$ cat src/rtl/attack_ctrl_pkg.sv
`default_nettype none
// ============================================================================
// Module   : attack_ctrl_pkg
// Purpose  : Shared codes for the CY attack sequencer: stage codes, attack
//            state codes, weapon types and the attack phase encoding.
// Revision : 1.0 - initial release
// ============================================================================
package attack_ctrl_pkg;

   // Stage codes that mark the game as not running
   localparam logic [3:0] STG_INIT = 4'h0;
   localparam logic [3:0] STG_OVER = 4'he;
   localparam logic [3:0] STG_WIN  = 4'hf;

   // Attack state codes seen by weapon and sprite logic
   localparam logic [3:0] ATK_NONE  = 4'h0;
   localparam logic [3:0] ATK_BACK  = 4'hA;
   localparam logic [3:0] ATK_FRONT = 4'hB;
   localparam logic [3:0] ATK_LEFT  = 4'hC;
   localparam logic [3:0] ATK_RIGHT = 4'hD;

   // Weapon types
   localparam logic [2:0] WPN_WOODEN = 3'd0;
   localparam logic [2:0] WPN_BASYS  = 3'd1;
   localparam logic [2:0] WPN_CAR    = 3'd2;

   // The wooden weapon can never be locked
   localparam logic [2:0] WPN_ALWAYS_MASK = 3'b001;

   // Attack phase encoding
   typedef enum logic [1:0] {
      ST_IDLE     = 2'd0,
      ST_WINDUP   = 2'd1,
      ST_ACTIVE   = 2'd2,
      ST_COOLDOWN = 2'd3
   } phase_e;

   // True while the game is actually being played
   function automatic logic stage_is_active(input logic [3:0] stg);
      return !((stg == STG_INIT) || (stg == STG_OVER) || (stg == STG_WIN));
   endfunction

endpackage
`default_nettype wire

$ cat src/rtl/attack_ctrl_weapon_cycler.sv
`default_nettype none
// ============================================================================
// Module   : weapon_cycler
// Purpose  : Holds the selected weapon type. Steps to the next unlocked type
//            on request (only when enabled) and falls back to the wooden
//            weapon whenever the current type gets locked.
// Revision : 1.0 - initial release
// ============================================================================
module weapon_cycler
   import attack_ctrl_pkg::*;
(
   input  logic       clk,
   input  logic       rst_n,
   input  logic [2:0] unlocked_i,
   input  logic       wpn_next_i,
   input  logic       enable_i,
   output logic [2:0] weapon_type_o
);

   logic [2:0] wtype_q;
   logic [2:0] wtype_d;
   logic [2:0] avail_w;
   logic       cur_ok_w;
   logic [2:0] next_w;

   assign avail_w = unlocked_i | WPN_ALWAYS_MASK;

   // Availability of the current type and the next set bit above it (wraps to wooden)
   always_comb begin
      cur_ok_w = 1'b0;
      next_w   = WPN_WOODEN;
      case (wtype_q)
         WPN_WOODEN: begin
            cur_ok_w = 1'b1;
            if (avail_w[1])      next_w = WPN_BASYS;
            else if (avail_w[2]) next_w = WPN_CAR;
            else                 next_w = WPN_WOODEN;
         end
         WPN_BASYS: begin
            cur_ok_w = avail_w[1];
            next_w   = avail_w[2] ? WPN_CAR : WPN_WOODEN;
         end
         WPN_CAR: begin
            cur_ok_w = avail_w[2];
            next_w   = WPN_WOODEN;
         end
         default: begin
            cur_ok_w = 1'b0;
            next_w   = WPN_WOODEN;
         end
      endcase
   end

   // Lock fallback has priority over a step request
   always_comb begin
      wtype_d = wtype_q;
      if (!cur_ok_w) begin
         wtype_d = WPN_WOODEN;
      end else if (wpn_next_i && enable_i) begin
         wtype_d = next_w;
      end
   end

   // Selected weapon register
   always_ff @(posedge clk or negedge rst_n) begin
      if (!rst_n) wtype_q <= WPN_WOODEN;
      else        wtype_q <= wtype_d;
   end

   assign weapon_type_o = wtype_q;

endmodule
`default_nettype wire

$ cat src/rtl/attack_ctrl.sv
`default_nettype none
// ============================================================================
// Module   : attack_ctrl
// Purpose  : Sequences CY's attack IDLE -> WINDUP -> ACTIVE -> COOLDOWN,
//            latches facing at acceptance, drives the attack state code and
//            owns the weapon selection. All outputs are registered.
// Revision : 1.0 - initial release
// ============================================================================
module attack_ctrl
   import attack_ctrl_pkg::*;
#(
   parameter int unsigned WINDUP_CYC   = 2_000_000,
   parameter int unsigned ACTIVE_CYC   = 10_000_000,
   parameter int unsigned COOLDOWN_CYC = 20_000_000,
   parameter int unsigned CNT_W        = 25
)(
   input  logic       clk,
   input  logic       rst_n,
   input  logic [3:0] stage_i,
   input  logic       atk_req_i,
   input  logic [1:0] facing_i,
   input  logic       wpn_next_i,
   input  logic [2:0] unlocked_i,
   output logic [3:0] atk_state_o,
   output logic [2:0] weapon_type_o,
   output logic       hit_strobe_o,
   output logic       busy_o
);

   localparam logic [CNT_W-1:0] c_WINDUP_LAST   = CNT_W'(WINDUP_CYC - 1);
   localparam logic [CNT_W-1:0] c_ACTIVE_LAST   = CNT_W'(ACTIVE_CYC - 1);
   localparam logic [CNT_W-1:0] c_COOLDOWN_LAST = CNT_W'(COOLDOWN_CYC - 1);
   localparam logic [CNT_W-1:0] c_CNT_ONE       = CNT_W'(1);

   phase_e           state_q, state_d;
   logic [CNT_W-1:0] cnt_q, cnt_d;
   logic [1:0]       dir_q, dir_d;
   logic [3:0]       atk_state_q, atk_state_d;
   logic             hit_q, hit_d;
   logic             busy_q, busy_d;
   logic             stage_act_w;

   assign stage_act_w = stage_is_active(stage_i);

   // State, phase counter and direction latch registers
   always_ff @(posedge clk or negedge rst_n) begin
      if (!rst_n) begin
         state_q <= ST_IDLE;
         cnt_q   <= '0;
         dir_q   <= 2'd0;
      end else begin
         state_q <= state_d;
         cnt_q   <= cnt_d;
         dir_q   <= dir_d;
      end
   end

   // Next phase: counter restarts on every entry, stage drop aborts to IDLE
   always_comb begin
      state_d = state_q;
      cnt_d   = cnt_q + c_CNT_ONE;
      dir_d   = dir_q;
      if (!stage_act_w) begin
         state_d = ST_IDLE;
         cnt_d   = '0;
      end else begin
         case (state_q)
            ST_IDLE: begin
               cnt_d = '0;
               if (atk_req_i) begin
                  state_d = ST_WINDUP;
                  dir_d   = facing_i;
               end
            end
            ST_WINDUP: begin
               if (cnt_q == c_WINDUP_LAST) begin
                  state_d = ST_ACTIVE;
                  cnt_d   = '0;
               end
            end
            ST_ACTIVE: begin
               if (cnt_q == c_ACTIVE_LAST) begin
                  state_d = ST_COOLDOWN;
                  cnt_d   = '0;
               end
            end
            ST_COOLDOWN: begin
               if (cnt_q == c_COOLDOWN_LAST) begin
                  state_d = ST_IDLE;
                  cnt_d   = '0;
               end
            end
            default: begin
               state_d = ST_IDLE;
               cnt_d   = '0;
            end
         endcase
      end
   end

   // Output values for the coming cycle, derived from the next phase
   always_comb begin
      atk_state_d = ATK_NONE;
      if (state_d == ST_ACTIVE) atk_state_d = ATK_BACK + {2'b00, dir_d};
      hit_d  = (state_d == ST_ACTIVE) && (state_q != ST_ACTIVE);
      busy_d = (state_d != ST_IDLE);
   end

   // Registered outputs
   always_ff @(posedge clk or negedge rst_n) begin
      if (!rst_n) begin
         atk_state_q <= ATK_NONE;
         hit_q       <= 1'b0;
         busy_q      <= 1'b0;
      end else begin
         atk_state_q <= atk_state_d;
         hit_q       <= hit_d;
         busy_q      <= busy_d;
      end
   end

   weapon_cycler u_weapon_cycler (
      .clk           (clk),
      .rst_n         (rst_n),
      .unlocked_i    (unlocked_i),
      .wpn_next_i    (wpn_next_i),
      .enable_i      (state_q == ST_IDLE),
      .weapon_type_o (weapon_type_o)
   );

   assign atk_state_o  = atk_state_q;
   assign hit_strobe_o = hit_q;
   assign busy_o       = busy_q;

endmodule
`default_nettype wire
$ cat config.mk
export PLATFORM = sky130hd
export DESIGN_NAME = attack_ctrl
export DESIGN_NICKNAME = d
export VERILOG_FILES = /design/src/rtl/attack_ctrl_pkg.sv /design/src/rtl/attack_ctrl_weapon_cycler.sv /design/src/rtl/attack_ctrl.sv
export SDC_FILE = /design/constraint.sdc
export NUM_CORES = 1
export LEC_CHECK = 0
export ABC_CLOCK_PERIOD_IN_PS = 7850
export BUFFER_PORTS_ARGS = -buffer_cell sky130_fd_sc_hd__buf_2
export CAP_MARGIN = 20
export CORE_MARGIN = 1.5
export CORE_UTILIZATION = 55
export CTS_CLUSTER_SIZE = 40
export DETAILED_ROUTE_END_ITERATION = 7
export HOLD_SLACK_MARGIN = 0.03
export PLACE_DENSITY = 0.76
export SYNTH_ARGS = -nofsm -noshare
export SYNTH_HDL_FRONTEND = slang
export SYNTH_HIERARCHICAL = 1
export SYNTH_SLANG_ARGS = --single-unit
$ cat constraint.sdc
create_clock -name clk -period 7.85 [get_ports clk]
set_input_delay 0 -clock clk [delete_from_list [all_inputs] [get_ports clk]]
set_output_delay 0 -clock clk [all_outputs]
set_load 0.01 [all_outputs]
Word level (Yosys, flattened, before mapping)
Index checks and enable logic that the tools add are counted.

Input port bits: 13. Register bits: 38. Logic and storage cells: 51.

$add $sub $neg: 2. Mux-type cells: 21. Eq/ne operators: 13. Reduce and logical (&&, ||, !) cells: 8.

Operator list (number): 2-to-1 mux 25 bit (4); one-hot mux 25 bit (4 select lines) (1); adder 25 x 1 -> 25 bit, second input constant (1); == test 25 x 21 -> 1 bit, second input constant (1); == test 25 x 24 -> 1 bit, second input constant (1); == test 25 bit, second input constant (1); 2-to-1 mux 2 bit (9); 2-to-1 mux 3 bit (3); == test 4 bit, second input constant (2); one-hot mux 2 bit (4 select lines) (1); == test 2 bit, second input constant (3); one-hot mux 3 bit (2 select lines) (1); adder 4 x 2 -> 4 bit, first input constant (1); logical NOT 4 bit (1); 2-to-1 mux 4 bit (1); != test 2 bit, second input constant (2); == test 3 x 1 -> 1 bit, second input constant (1); == test 3 x 2 -> 1 bit, second input constant (1); logical NOT 3 bit (1); one-hot mux 1 bit (3 select lines) (1); == test 2 x 1 -> 1 bit, second input constant (1); logical AND 1 bit (2); logical NOT 2 bit (1); logical OR 1 bit (2); nonzero test 2 bit (1).

Depth between registers and ports, before layout
Depth in word-level cells: 6. Depth in mapped cells: 7. Mapped depth without buffers: 6.

By module
The synthesis kept the hierarchy.

By module, submodules not included: attack_ctrl (times used 1, seq. area each 875.8 um^2, cells each 178, area an instance 1845.5 um^2); weapon_cycler (times used 1, seq. area each 50.0 um^2, cells each 12, area an instance 127.6 um^2).

Worst setup path after synthesis
Ideal clock, no wire load.

Kind: register to register. From: reg cnt_q[7]. To: reg cnt_q[16]. Required time: 7706 ps. Buffers on the path: 2. Setup slack: 5345 ps. Arrival: 2361 ps. Cell stages (with the launch flop): 8. Path through: dfrtp_1 -> or4b_1 -> or4_1 -> buf_2 -> o311a_4 -> a31oi_4 -> buf_6 -> nor3_2.

Word-level cells in the longest chain between the ends: 4. Elaborated cells between the ends (all ways): 9.

Ends and longest elaborated chain: start, declared (RTL line attack_ctrl.sv:36) `logic [CNT_W-1:0] cnt_q, cnt_d;`; start signal, assigned (RTL line attack_ctrl.sv:53) `cnt_q <= cnt_d;`; adder 25 x 1 -> 25 bit (tied with other cells) (RTL line attack_ctrl.sv:61) `cnt_d = cnt_q + c_CNT_ONE;`; 2-to-1 mux 25 bit, on equally long branches (RTL line attack_ctrl.sv:88, attack_ctrl.sv:76, attack_ctrl.sv:82); one-hot mux 25 bit (4 select lines) * (RTL line attack_ctrl.sv:67) `case (state_q)`; 2-to-1 mux 25 bit * (RTL line attack_ctrl.sv:63) `if (!stage_act_w) begin`; net cnt_d[16] (RTL line attack_ctrl.sv:36).

The timed path passes the listed nets; every way through them passes the cells marked *. A chain may end at the register's enable or synchronous reset.

Final worst setup path
From: reg cnt_q[7]. To: reg cnt_q[6].

Word-level cells in the longest chain between the ends: 4. Elaborated cells between the ends (all ways): 8.

Ends and longest elaborated chain: == test 25 bit (tied with other cells) (RTL line attack_ctrl.sv:88) `if (cnt_q == c_COOLDOWN_LAST) begin`; 2-to-1 mux 25 bit, on equally long branches (RTL line attack_ctrl.sv:88, attack_ctrl.sv:76, attack_ctrl.sv:82); one-hot mux 25 bit (4 select lines) * (RTL line attack_ctrl.sv:67); 2-to-1 mux 25 bit * (RTL line attack_ctrl.sv:63); net cnt_d[6] (RTL line attack_ctrl.sv:36).

Marks and branches as above.

==> results.toml <==
[sta]
grt_setup_unrepaired = "false"
fin_setup_tns_ps = 0
timing_limited_maximum_frequency_mhz = 336
post-route-period-util_pct = 37.9
relSlewSlack_pct = 32.6
fin_ws_ps = 4870
timing_worst_slew_pin_value_ps = 1000
timing.final.hold_violations = 0
max_slew_violation_count = 0
setup_violations = 0
min_period_ps = 2980
final.setup_skew_ps = 6.83

[floorplanning]
placementRows = 21
coreArea_um2 = 3390
die_footprint_um2 = 3960
die_height_um = 62.9
boundaryPins = 22
die_w_um = 62.9
initial_core_util_pct = 58.2

[synth]
post-synth-top-area-fraction_pct = 46.9
synth.ff_latch_count = 37
syn-cell-area_um2 = 1970
synth.largest_area_cell = "sky130_fd_sc_hd__dfrtp_1"
syn-instance-count = 190
yosysWarnings = 6
ys_types = 48
post_synth_main_area_contributors = "sky130_fd_sc_hd__dfrtp_1, sky130_fd_sc_hd__xor2_1, sky130_fd_sc_hd__nor3_1, sky130_fd_sc_hd__nor3_2, sky130_fd_sc_hd__xnor2_1"
synth.avg_cell_area_um2 = 10.4
ys_seq_area_share_pct = 46.9
synth_fp_nets = 204

[placement]
hpwl_um = 2830
gp_congestion = 0.902
buffer_ports.inserted = 19
placed_cells = 246
pre_cts_ws_ps = 4880

[setup_path]
critPathSlowestCell = "sky130_fd_sc_hd__a31oi_4"
worst_setup_path_class = "reg -> reg"
timing.critical_path.cells = "or4b_1 -> or4_1 -> o311a_4 -> a31oi_4 -> nor3_1"
worst_ep_arrival_time_ps = 3170
critPathCaptureType = "flop"
flop_to_flop_setup_slack_ps = 4870
timing.rr.start = "cnt_q[7]"
cp-start-kind = "flop"
reg2regPathDepth = 5
slowest_delay_ps = 680
worstPathBufferInverterCount = 0
worstPathRequired_ps = 8050
crit_fanout = 25
worst_r2r_endpoint = "cnt_q[6]"
cpLargestDelayFamily = "simple AND/OR/NAND/NOR gates"

[global_route]
met3_usage_pct = 6.49
global_route.usage.total_pct = 24.3
grt_use_met1_pct = 32.2
grt_first_pass_wirelength_um = 7450
grt_start_max_net_pins = 38
antenna_found_initial = 0
global_route.usage.met2_pct = 39.1
busiest_layer = "met2"
number_of_global_route_vias_before_repair = 1540
global_route.overflow_total = 0

[drt]
firstDrtPassIters = 4
viasPerCell = 5.90
antenna_left = 0
avgRoutedWirePerCell_um = 15.8
number_of_remaining_drc_errors = 0
drt_first_iter_violations = 139
totalWireLength_um = 4120
dr_total_vias = 1540

[layout]
final_net_count = 228
final-instance-count-excl-fill = 261
final_layout_size_suffix_gt1_share_pct = 21.9
n_antenna_cell = 0
syn2layout_area_growth_pct = 12.6
finish.utilization_pct = 65.6

[min_path]
holdCritStartpoint = "atk_req_i"
min_path_cells = 3
holdPathEnd = "dir_q[0]"
hold_path.class = "in -> reg"

[pwr]
fin_total_pwr_w = 0.000402
static-leakage-power_nw = 1.02
vdd.ir_drop.worst_uv = 103
powerDensity_nw_per_um2 = 181

[clocking]
clk_pin_slew_ps = 100
number_of_levels_in_the_clock_h_tree = 2
cts_setup_buffers = 0
cts_hold_buf = 6
num_clock_sinks = 37
cts-root-buf = "sky130_fd_sc_hd__clkbuf_4"
cts_tree = "built"
cts_buffer_depth = 2
worst_skew_pair.late_latency_ps = 350
number_of_buffers_inserted_during_clock_tree_synthesis = 5
count_of_cells_resized_by_post_cts_repair = 0

[outcome]
run_status = "finished clean"

[run]
drv.max_cap_violation_count = 0
==> cells in the mapped netlist (all sizes together) <==
master	n
nand3	10
buf	5
a21bo	1
nand4b	1
o21ai	1
a31o	1
nand4	11
o2bb2ai	1
mux2	2
clkbuf	4
ha	1
a32o	1
nand2b	3
or4	2
nand2	8
xnor2	9
or2	1
nor2b	1
a21oi	2
a41oi	1
and4	2
nand3b	1
inv	6
or3b	1
o211a	1
dfrtp	37
or4b	2
and4b	2
a31oi	2
conb	1
o31a	1
o311a	1
nor2	10
and3	5
or3	1
o211ai	1
nor3	31
xor2	15
nor4	4
==> state kept, by name, indices dropped and copies added, names as in the netlist <==
| name | count |
|---|---|
| cnt_q | 25 |
| hit_strobe_o | 1 |
| busy_o | 1 |
| atk_state_o | 4 |
| state_q | 2 |
| dir_q | 2 |
| u_weapon_cycler/weapon_type_o | 2 |
==> worst min-delay path, cell delays in order <==
cell and delay, ps:
sky130_fd_sc_hd__buf_2 100, sky130_fd_sc_hd__nand3_1 130, sky130_fd_sc_hd__mux2_2 170
==> where the power goes <==
part / switching [W] / internal (W) / total [W]
clock network: 0.0000634 / 0.0000761 / 0.000139
registers: 0.0000133 / 0.000204 / 0.000217
logic: 0.0000252 / 0.0000203 / 0.0000455
==> layout make-up <==
type | count | area, um2
Fill cell | 276 | 1170
Multi-Input combinational cell | 138 | 971
Sequential cell | 37 | 926
Timing Repair Buffer | 26 | 160
Tap cell | 46 | 57.6
Clock buffer | 7 | 55.1
Clock inverter | 1 | 30.0
Inverter | 6 | 22.5
==> cell families (layout without fill, tap and decap cells) <==
logic type	count (synthesis)	count (layout)	synth area share, %
other	1	1	0.190
adders and majority gates	1	1	0.634
muxes	2	2	1.14
DFF	37	37	46.9
and+or+nand+nor	96	96	29.5
xor gates and xnor gates	24	24	10.7
buffers and inverters	15	40	3.87
AOI/OAI and AO/OA	14	14	7.10
==> stage by stage <==
stage	hold WS (ps)	instance area (um2)
after floorplan	-296	1970
after global placement	118	2070
after detailed placement	140	2070
after CTS	79.3	2220
after global routing	103	2220
final	92.4	2220
==> how the worst max path moves through the flow <==
stage / end / slack, ps / depth (start not counted) / from
finish: cnt_q[6] / 4870 / 5 / cnt_q[7]
global route: cnt_q[9] / 4720 / 5 / cnt_q[7]
CTS: cnt_q[10] / 4870 / 5 / cnt_q[7]
detailed placement: cnt_q[14] / 4880 / 5 / cnt_q[7]
global placement: cnt_q[12] / 4930 / 5 / cnt_q[7]
floorplan: cnt_q[16] / 5350 / 7 / cnt_q[7]
==> layout by cell type, fill, tap and decap left out, types with 2 or more instances in the layout <==
cell type                        n
sky130_fd_sc_hd__dfrtp_1        37
sky130_fd_sc_hd__nor3_1         22
sky130_fd_sc_hd__and3_1          5
sky130_fd_sc_hd__mux2_2          2
sky130_fd_sc_hd__xnor2_1         9
sky130_fd_sc_hd__inv_1           6
sky130_fd_sc_hd__nor4_1          4
sky130_fd_sc_hd__and4b_1         2
sky130_fd_sc_hd__nor3_2          9
sky130_fd_sc_hd__nand3_1        10
sky130_fd_sc_hd__clkbuf_4        5
sky130_fd_sc_hd__dlygate4sd3_1   6
sky130_fd_sc_hd__or4_1           2
sky130_fd_sc_hd__nand2_1         8
sky130_fd_sc_hd__nand2b_1        3
sky130_fd_sc_hd__buf_2          20
sky130_fd_sc_hd__nor2_1          9
sky130_fd_sc_hd__xor2_1         15
sky130_fd_sc_hd__nand4_1        11
==> routing by layer <==
metal | vias to the layer above | part of all wire [%]
met5 | - | 0
met4 | 0 | 1.4
met3 | 6 | 3.6
met2 | 35 | 49
met1 | 761 | 46
li1 | 738 | -
(Power assumes the default switching activity.)
